File: src/rtl/sseg_scan.sv
// Multiplexed seven-segment scanner: frame-synchronous shadowing of the display
// data, one dead cycle per digit slot, PWM brightness and leading-zero blanking.
module sseg_scan #(
  parameter int N   = 16,
  parameter int DIV = 10000
) (
  input  logic             clk,
  input  logic             rst,
  input  logic [N-1:0]     in,
  input  logic [N/4-1:0]   dp,
  input  logic             lzs,
  input  logic [3:0]       bright,
  output logic [7:0]       c,
  output logic [N/4-1:0]   an
);

  localparam int NDIGITS = N / 4;
  localparam int IW      = (NDIGITS > 1) ? $clog2(NDIGITS) : 1;
  localparam int PW      = $clog2(DIV);

  logic [PW-1:0]      pre_q, pre_d;
  logic [IW-1:0]      idx_q, idx_d;
  logic [3:0]         pwm_q, pwm_d;
  logic [N-1:0]       sh_in_q, sh_in_d;
  logic [NDIGITS-1:0] sh_dp_q, sh_dp_d;
  logic [7:0]         c_q, c_d;
  logic [NDIGITS-1:0] an_q, an_d;

  logic               slot_end;
  logic               pwm_en;
  logic [N-1:0]       upper;
  logic [6:0]         seg;

  function automatic logic [6:0] hex_seg(input logic [3:0] h);
    case (h)
      4'h0:    hex_seg = 7'h40;
      4'h1:    hex_seg = 7'h79;
      4'h2:    hex_seg = 7'h24;
      4'h3:    hex_seg = 7'h30;
      4'h4:    hex_seg = 7'h19;
      4'h5:    hex_seg = 7'h12;
      4'h6:    hex_seg = 7'h02;
      4'h7:    hex_seg = 7'h78;
      4'h8:    hex_seg = 7'h00;
      4'h9:    hex_seg = 7'h10;
      4'hA:    hex_seg = 7'h08;
      4'hB:    hex_seg = 7'h03;
      4'hC:    hex_seg = 7'h46;
      4'hD:    hex_seg = 7'h21;
      4'hE:    hex_seg = 7'h06;
      default: hex_seg = 7'h0E;
    endcase
  endfunction

  always_comb begin
    // NOTE: every signal driven here gets a default first, so no path can infer a latch.
    pre_d    = pre_q + 1'b1;
    idx_d    = idx_q;
    pwm_d    = pwm_q + 1'b1;
    sh_in_d  = sh_in_q;
    sh_dp_d  = sh_dp_q;
    slot_end = (pre_q == PW'(DIV - 1));

    if (slot_end) begin
      pre_d = '0;
      if (idx_q == IW'(NDIGITS - 1)) begin
        idx_d   = '0;
        sh_in_d = in;
        sh_dp_d = dp;
      end else begin
        idx_d = idx_q + 1'b1;
      end
    end

    // Blank a digit when it and every digit to its left are zero; digit 0 always shows.
    upper = sh_in_q >> {idx_q, 2'b00};
    seg   = hex_seg(upper[3:0]);
    if (lzs && (idx_q != '0) && (upper == '0)) begin
      seg = 7'h7F;
    end
    c_d = {~sh_dp_q[idx_q], seg};

    pwm_en = (bright == 4'hF) || (pwm_q < bright);
    an_d   = '1;
    if ((pre_q != '0) && pwm_en) begin
      an_d[idx_q] = 1'b0;
    end
  end

  always_ff @(posedge clk) begin
    // NOTE: sequential state uses non-blocking assignments so all registers update together.
    if (rst) begin
      pre_q   <= '0;
      idx_q   <= '0;
      pwm_q   <= '0;
      sh_in_q <= '0;
      sh_dp_q <= '0;
      c_q     <= 8'hFF;
      an_q    <= '1;
    end else begin
      pre_q   <= pre_d;
      idx_q   <= idx_d;
      pwm_q   <= pwm_d;
      sh_in_q <= sh_in_d;
      sh_dp_q <= sh_dp_d;
      c_q     <= c_d;
      an_q    <= an_d;
    end
  end

  assign c  = c_q;
  assign an = an_q;

endmodule

File: config.mk
export PLATFORM = sky130hd
export DESIGN_NAME = sseg_scan
export DESIGN_NICKNAME = d
export VERILOG_FILES = /design/src/rtl/sseg_scan.sv
export SDC_FILE = /design/constraint.sdc
export NUM_CORES = 1
export LEC_CHECK = 0
export ABC_AREA = 0
export CAP_MARGIN = 30
export CORE_ASPECT_RATIO = 1.25
export CORE_MARGIN = 4
export CORE_UTILIZATION = 40
export CTS_BUF_LIST = sky130_fd_sc_hd__clkbuf_16
export CTS_CLUSTER_DIAMETER = 120
export DETAILED_ROUTE_END_ITERATION = 7
export DONT_BUFFER_PORTS = 1
export PLACE_DENSITY_LB_ADDON = 0.25
export SLEW_MARGIN = 20
export SYNTH_ARGS = -nofsm -noshare
export SYNTH_HDL_FRONTEND = slang
export SYNTH_SLANG_ARGS = --single-unit
File: constraint.sdc
create_clock -name clk -period 5.75 [get_ports clk]
set_clock_uncertainty 0.05 [all_clocks]
set_input_delay 1.15 -clock clk [delete_from_list [all_inputs] [get_ports clk]]
set_output_delay 1.15 -clock clk [all_outputs]
set_load 0.02 [all_outputs]
* Yosys cells after proc, flatten, opt, wreduce, memory -nomap -nowiden
Memories as Yosys holds them, arrays and structs flattened. A register that Yosys moved wholly into a read port is not among the register bits.
Index checks and enable logic that the tools add are counted.
** Cells by class
- Add/sub/neg operators :: 3
- $mul :: 0
- Div/mod/pow operators :: 0
- Magnitude comparators :: 3
- Equality and inequality tests :: 3
- Shifts and indexed selects :: 1
- Multiplexer cells :: 5
- Bitwise operators :: 3
- Reduce and logical (&&, ||, !) cells :: 12
** Operator list (number)
- $logic_not A16 Y1 :: 1
- $shr A16 B4 Y16 :: 1
- $add A14 B1 Y14 const B :: 1
- $eq A14 B14 Y1 const B :: 1
- $reduce_bool A14 Y1 :: 1
- $reduce_or A2 Y1 :: 3
- $add A4 B1 Y4 const B :: 1
- $eq A4 B4 Y1 const B :: 1
- $logic_and A1 B1 Y1 :: 4
- $lt A4 B4 Y1 :: 1
- $not A4 Y4 :: 1
- $lt A2 B3 Y1 const B :: 1
- $add A2 B1 Y2 const B :: 1
- $bmux W1 S2 :: 1
- $demux W1 S2 :: 1
- $eq A2 B2 Y1 const B :: 1
- $ge A2 B1 Y1 const B :: 1
- $mux W1 :: 2
- $mux W2 :: 1
- $not A1 Y1 :: 2
- $reduce_and A2 Y1 :: 1
- $reduce_bool A2 Y1 :: 1
- $logic_or A1 B1 Y1 :: 1
** Storage, ports and cells
- Flip-flop bits (word level) :: 45
- Bits in latches :: 0
- RAM bits :: 0
- Bits in read-only memories :: 112
- Bits of input ports :: 27
- Output and inout port bits :: 12
- Logic and storage cells :: 38
- Memories :: 1
** Memories
- (no name shown) :: words 16, width 7, read ports 1, clocked after memory_dff 1, wr ports 0, line 35 : case (h)

* Logic depth before layout (Yosys ltp)
Gate-level depths: netlist (run 1).
- Depth after elaboration :: 5
- Depth in mapped cells :: 8
- Mapped depth without buffers :: 7

* Least setup slack after synthesis (run 1)
No wires, ideal clock.
- Path kind :: input to register
- From :: in bright[1]
- To :: reg an_q[3], in the netlist an[3]
- Library setup time :: 0.142 ns
- Data arrival time :: 2.095 ns
- Setup slack :: 3.463 ns
- Cell stages on the path :: 5
- Buffers on the path :: 0
- Cell sequence :: inv_1 > ha_1 > a21o_1 > a211oi_1 > o211ai_1
** On the way
- Cells in the longest elaborated chain, start to end :: 5
- Elaborated cells between the ends (all ways) :: 6
- Those cells by class :: 1 x order compare; 1 x eq/ne; 1 x bitwise; 3 x reduce/logical
** Ends and longest elaborated chain
- from (decl) :: line 12 : input logic [3:0] bright,
- $lt A4 B4 Y1 / $eq A4 B4 Y1 (equally long branches) :: line 83 : pwm_en = (bright == 4'hF) || (pwm_q < bright);
- $logic_or A1 B1 Y1 * :: line 83
- $logic_and A1 B1 Y1 * :: line 85 : if ((pre_q != '0) && pwm_en) begin
- $not A1 Y1 (no source line) *
- $reduce_or A2 Y1 (no source line) *
- to (signal assigned) :: line 107 : an_q <= an_d;
- to (decl) :: line 27 : logic [NDIGITS-1:0] an_q, an_d;
Every way passes the cells marked *; elsewhere a longest branch is shown, timed or not.
A chain may end at the register's enable or synchronous reset.

* Worst setup path in the final report (run 1)
- From :: reg idx_q[0]
- To :: reg c_q[3], in the netlist c[3]
** On the way
- Cells in the longest elaborated chain, start to end :: 4
- Elaborated cells between the ends (all ways) :: 6
- Those cells by class :: 1 x shift; 5 x reduce/logical
** Ends and longest elaborated chain
- from (decl) :: line 22 : logic [IW-1:0] idx_q, idx_d;
- from (signal assigned) :: line 102 : idx_q <= idx_d;
- $shr A16 B4 Y16 / $reduce_bool A2 Y1 (equally long branches) :: line 76, 78
- $logic_not A16 Y1 / $logic_and A1 B1 Y1 (equally long branches) :: line 78 : if (lzs && (idx_q != '0) && (upper == '0)) begin
- $logic_and A1 B1 Y1 :: line 78
- $reduce_or A2 Y1 (no source line)
- to (decl) :: line 26 : logic [7:0] c_q, c_d;
Several ways; a longest one is shown, not always the timed one.

==> flow_summary.json, run 1 <==
{
  "synth_flop_cell": "dfxtp_1",
  "synth_compound_area_frac": 0.131,
  "multi_input_area_um2": 1420,
  "routed_via_density": 5.50,
  "cellLeakagePower_uw": 0.000992,
  "synth_warnings": 0,
  "grt_pass1_wl_mm": 8.96,
  "cts_hold_buf": 0,
  "clk_latency_ns": 0.29,
  "nets": 313,
  "fin_cells": 357,
  "startpoint_type": "flip-flop",
  "die_y_um": 98.1,
  "grt_max_degree": 32,
  "setup_viol": 0,
  "route.detailed.drc": 0,
  "die_w_um": 80.1,
  "cts_setup_buffers": 0,
  "synth_nets": 324,
  "grt.total_usage": 0.141,
  "boundaryPins": 39,
  "htree_levels": 2,
  "worstHoldPathType": "reg -> reg",
  "grtUsageMet1": 0.187,
  "clockRootBuffer": "clkbuf_16",
  "grt_overflow": 0,
  "reg2reg_from": "idx_q[0]",
  "synth_xor_area_frac": 0.0607,
  "num_antenna_cells": 0,
  "cts_max_path_buffers": 2,
  "die_area_um2": 7860,
  "synth-seq-cells": 52,
  "num_vias": 1963,
  "met3_usage": 0.0480,
  "crit_type": "reg -> reg",
  "path_clk_slew_ns": 0.07,
  "n_fill_cell": 611,
  "met2_usage": 0.216,
  "r2r_cells": 7,
  "worstReg2RegEnd": "c[3]",
  "gp_congestion": 0.811,
  "ys_seq_area_frac": 0.401,
  "syn_area_per_cell_um2": 9.22,
  "fin_setup_tns_ns": 0,
  "period_share": 0.482,
  "dp_hpwl_mm": 3.82,
  "dr.pass1.iters": 4,
  "port_buffers": 0,
  "final_antenna_net_count": 0,
  "register_area_um2": 1040,
  "drtIter0Drc": 73,
  "yosys.area_share.simple": 0.190,
  "drive_above_1_share": 0.0588,
  "status": "finished clean",
  "netlist_area_um2": 2600,
  "slew_violations": 0,
  "top_usage_layer": "met2",
  "clock_sinks": 52,
  "synthDistinctLibCells": 41,
  "grt_pass1_vias": 1845,
  "antenna_found_initial": 0,
  "synth-edff-count": 0,
  "fin_util": 0.442,
  "slew_headroom": 0.475,
  "synth_cells": 282,
  "synthArstFlopShare": 0,
  "crit_path_end_kind": "flip-flop",
  "powerDensity_nw_per_um2": 247,
  "period_needed_ns": 2.77,
  "row_count": 32,
  "peakVddDrop_v": 0.000112,
  "hold_violations": 0,
  "muxShareOfSynthArea": 0.0944,
  "rrSetupSlack_ns": 2.98,
  "holdPathStages": 1,
  "worst_pin_slew_ns": 0.785,
  "maxCapViolations": 0,
  "critPathArrivalTime_ns": 2.93,
  "fmax_mhz": 361,
  "synth_top_family_by_area": "simple AND/OR/NAND/NOR gates",
  "hold_path.startpoint": "pwm_q[0]",
  "cts-buffers-inserted": 5,
  "synth_fa_ha_area_frac": 0.0722,
  "total_power_uw": 680,
  "dp_cells": 349,
  "crit_required_ns": 5.90,
  "drt-wirelength-per-cell_um": 14.8,
  "tritoncts": "built",
  "cts-resized-gates": 0,
  "wl_mm": 5.30,
  "area_delta_synth_final_pct": 6.11,
  "core_area_um2": 6250,
  "whs_endpoint": "pwm_q[0]",
  "holdWs_ns": 0.412,
  "start_util": 0.416,
  "critPathMaxFanout": 12,
  "rsz0062_at_grt": "false"
}
[metal layers]
| layer | wire length, um | vias up |
|---|---|---|
| li1 | - | 991 |
| met1 | 2460 | 924 |
| met2 | 2440 | 41 |
| met3 | 330 | 7 |
| met4 | 72 | 0 |
| met5 | 0 | - |
[through the flow]
step	setup slack, ns	instance area (um2)
after floorplan	3.46	2600
after global placement	3.12	2620
after detailed placement	3.04	2620
after CTS	3.00	2760
after global routing	2.64	2760
final	2.98	2760
[logic make-up (layout without fill, tap and decap cells)]
group | after synthesis | after routing
fa+ha+maj | 15 | 15
compound gates | 60 | 60
simple gates | 94 | 94
flops | 52 | 52
mux | 13 | 13
xor+xnor | 18 | 18
buf+inv | 30 | 20
[cell usage after synthesis (all sizes together) (3+ instances only)]
master	count	area, um2
inv	12	45.0
nand2b	3	18.8
and4	5	43.8
buf	7	47.5
a21oi	24	124
ha	15	188
nand2	11	41.3
o211ai	4	30.0
o21ai	23	115
nor2	19	71.3
dfxtp	52	1040
nor2b	5	31.3
nand3	31	155
mux2	4	52.6
nor4	3	18.8
clkbuf	11	41.3
nand4	8	50.1
xnor2	7	61.3
xor2	11	96.3
mux4	7	173
[cell usage in the layout, fill, tap and decap left out, drive strengths merged]
master	count
a211oi	2
a21o	1
a21oi	24
a22oi	1
a2bb2oi	1
a31oi	1
a41oi	1
and2	1
and3	1
and4	5
clkbuf	5
clkinv	1
dfxtp	52
ha	15
inv	14
mux2	4
mux2i	2
mux4	7
nand2	11
nand2b	3
nand3	31
nand4	8
nor2	19
nor2b	5
nor3	2
nor3b	1
nor4	3
nor4b	1
o2111ai	2
o211ai	4
o21ai	23
or3	1
or3b	1
or4	1
xnor2	7
xor2	11
[how the worst max path moves through the flow]
stage	from	endpoint	slack, ns	cells past startpoint
CTS	idx_q[0]	c[3]	3.00	7
finish	idx_q[0]	c[3]	2.98	7
detailed placement	idx_q[0]	c[3]	3.04	7
global placement	idx_q[0]	c[3]	3.12	7
floorplan	bright[1]	an[3]	3.46	5
global route	idx_q[0]	c[3]	2.64	7
[critical path, cell delays in order, from the launching register on]
cell and delay (ns):
dfxtp_1 0.63, mux4_1 0.72, inv_1 0.14, ha_1 0.23, nand2_1 0.07, nor4_1 0.25
o2111ai_1 0.39, o2111ai_1 0.21
[flip-flops by register name (all words and copies together), names as in the netlist]
register / count
pwm_q: 4
an: 4
idx_q: 2
c: 8
pre_q: 14
sh_dp_q: 4
sh_in_q: 16
[layout make-up]
type | instances | area share
clock buffer | 5 | 0.0454
clock inverter | 3 | 0.00590
inverter | 12 | 0.0163
multi-input combinational | 200 | 0.516
sequential | 52 | 0.377
tap | 85 | 0.0386
[power breakdown]
| part | total (uW) | leakage [uW] | switching (uW) | internal (uW) |
|---|---|---|---|---|
| clock network | 286 | 0.0000764 | 127 | 159 |
| logic | 18.9 | 0.000493 | 10.1 | 8.79 |
| registers | 375 | 0.000423 | 8.56 | 367 |
| total | 680 | 0.000992 | 145 | 535 |
(Power assumes the default switching activity.)
==> inputs of run 2 (changes only) <==
Clock period 5.75 ns to 2.7 ns, I/O delays scaled along.
==> run 2 against run 1 <==
Effect of this change: sequential share of layout area fell by 0.49 points; die area did not move; via count rose by 1.2%; hold slack got worse by 0.15 ns; final area rose by 1.3%; non-clock buffer count rose by 5; clock power rose by 110%; largest cell class unchanged; flip-flop and latch count did not move.
==> flow_summary.json, run 2 (synthesized netlist as in run 1, its figures left out) <==
{
  "area_delta_synth_final_pct": 7.51,
  "crit_required_ns": 2.85,
  "path_clk_slew_ns": 0.07,
  "hold_path.startpoint": "rst",
  "boundaryPins": 39,
  "period_needed_ns": 2.42,
  "critPathMaxFanout": 7,
  "startpoint_type": "flip-flop",
  "core_area_um2": 6250,
  "port_buffers": 0,
  "routed_via_density": 5.49,
  "slew_violations": 0,
  "num_vias": 1986,
  "hold_violations": 0,
  "period_share": 0.897,
  "drt-wirelength-per-cell_um": 15.2,
  "gp_congestion": 0.832,
  "grt.total_usage": 0.148,
  "tritoncts": "built",
  "cts-resized-gates": 0,
  "r2r_cells": 7,
  "grt_pass1_vias": 1899,
  "cts_hold_buf": 0,
  "worst_pin_slew_ns": 0.552,
  "grt_pass1_wl_mm": 9.29,
  "max_flop_register": "sh_in_q",
  "die_y_um": 98.1,
  "fmax_mhz": 413,
  "peakVddDrop_v": 0.000294,
  "slew_headroom": 0.629,
  "clockRootBuffer": "clkbuf_16",
  "num_antenna_cells": 0,
  "reg2reg_from": "idx_q[0]",
  "drive_above_1_share": 0.0758,
  "clock_sinks": 52,
  "worstHoldPathType": "in -> reg",
  "layout_commonest_cell": "dfxtp_1",
  "worstReg2RegEnd": "c[3]",
  "clk_latency_ns": 0.29,
  "cts_setup_buffers": 0,
  "row_count": 32,
  "die_w_um": 80.1,
  "drtIter0Drc": 57,
  "dp_hpwl_mm": 3.97,
  "nets": 318,
  "final_antenna_net_count": 0,
  "antenna_found_initial": 0,
  "cellLeakagePower_uw": 0.00101,
  "holdPathStages": 1,
  "grt_max_degree": 32,
  "fin_setup_tns_ns": 0,
  "fin_util": 0.447,
  "largest_reg_flops": 16,
  "setup_viol": 0,
  "mostFrequentLayoutCells": "dfxtp_1 (52), nand3_1 (31), a21oi_1 (23)",
  "critPathArrivalTime_ns": 2.58,
  "grt_overflow": 0,
  "crit_type": "reg -> reg",
  "rrSetupSlack_ns": 0.28,
  "start_util": 0.416,
  "rsz0062_at_grt": "false",
  "dr.pass1.iters": 4,
  "htree_levels": 2,
  "crit_path_end_kind": "flip-flop",
  "whs_endpoint": "sh_dp_q[1]",
  "route.detailed.drc": 0,
  "cts-buffers-inserted": 5,
  "cts_max_path_buffers": 2,
  "powerDensity_nw_per_um2": 518,
  "maxCapViolations": 0,
  "wl_mm": 5.50,
  "die_area_um2": 7860,
  "status": "finished clean"
}
run 2: changes by cell type in the layout (fill, tap and decap cells not counted):
cell        delta
inv_1          -1
clkinvlp_4     +1
clkinv_4       -1
clkinv_1       +1
buf_4          +5
run 2: routing by layer:
layer  share of wire  global-route usage  vias up
li1                -                   -      997
met1            0.45               0.194      937
met2            0.48               0.235       46
met3           0.049              0.0369        6
met4           0.016              0.0520        0
met5               0                   0        -
run 2: how the worst max path moves through the flow:
stage,slack [ns],depth (start not counted),to,start
detailed placement,0.33,7,c[3],idx_q[0]
floorplan,0.42,8,c[3],idx_q[0]
CTS,0.30,7,c[3],idx_q[0]
global route,0.14,7,c[3],idx_q[0]
global placement,0.41,7,c[3],idx_q[0]
finish,0.28,7,c[3],idx_q[0]
run 2: critical path, stage by stage, from the launching register on:
cell	delay, ns
dfxtp_1	0.37
mux4_1	0.65
inv_1	0.14
ha_1	0.23
nand2_1	0.07
nor4_1	0.27
o2111ai_1	0.36
o2111ai_1	0.20
run 2: per-stage QoR:
stage | power [uW] | std cells | hold slack, ns | setup slack, ns | area, um2
floorplan | 853 | 282 | 0.375 | 0.424 | 2600
global placement | 857 | 354 | 0.394 | 0.410 | 2650
detailed placement | 859 | 354 | 0.398 | 0.330 | 2650
CTS | 1470 | 362 | 0.255 | 0.299 | 2790
global route | 1510 | 362 | 0.250 | 0.141 | 2790
finish | 1450 | 362 | 0.263 | 0.279 | 2790
run 2: layout make-up:
cell class	count	area [um2]
clock buffer	5	125
clock inverter	3	15.0
fill	624	3450
inverter	12	45.0
multi-input combinational	200	1420
sequential	52	1040
tap	85	106
timing repair buffer	5	37.5
run 2: power breakdown:
part | switching, uW | internal (uW)
Clock | 269 | 337
Sequential | 18.3 | 781
Combinational | 21.7 | 18.7
Total | 309 | 1140
==> inputs of run 3 (changes only) <==
Settings changed: ABC_CLOCK_PERIOD_IN_PS set to 2700, GPL_ROUTABILITY_DRIVEN set to 0.
==> results of run 3 <==
Same layout as run 2: the final DEF is identical, and so are final timing and power.
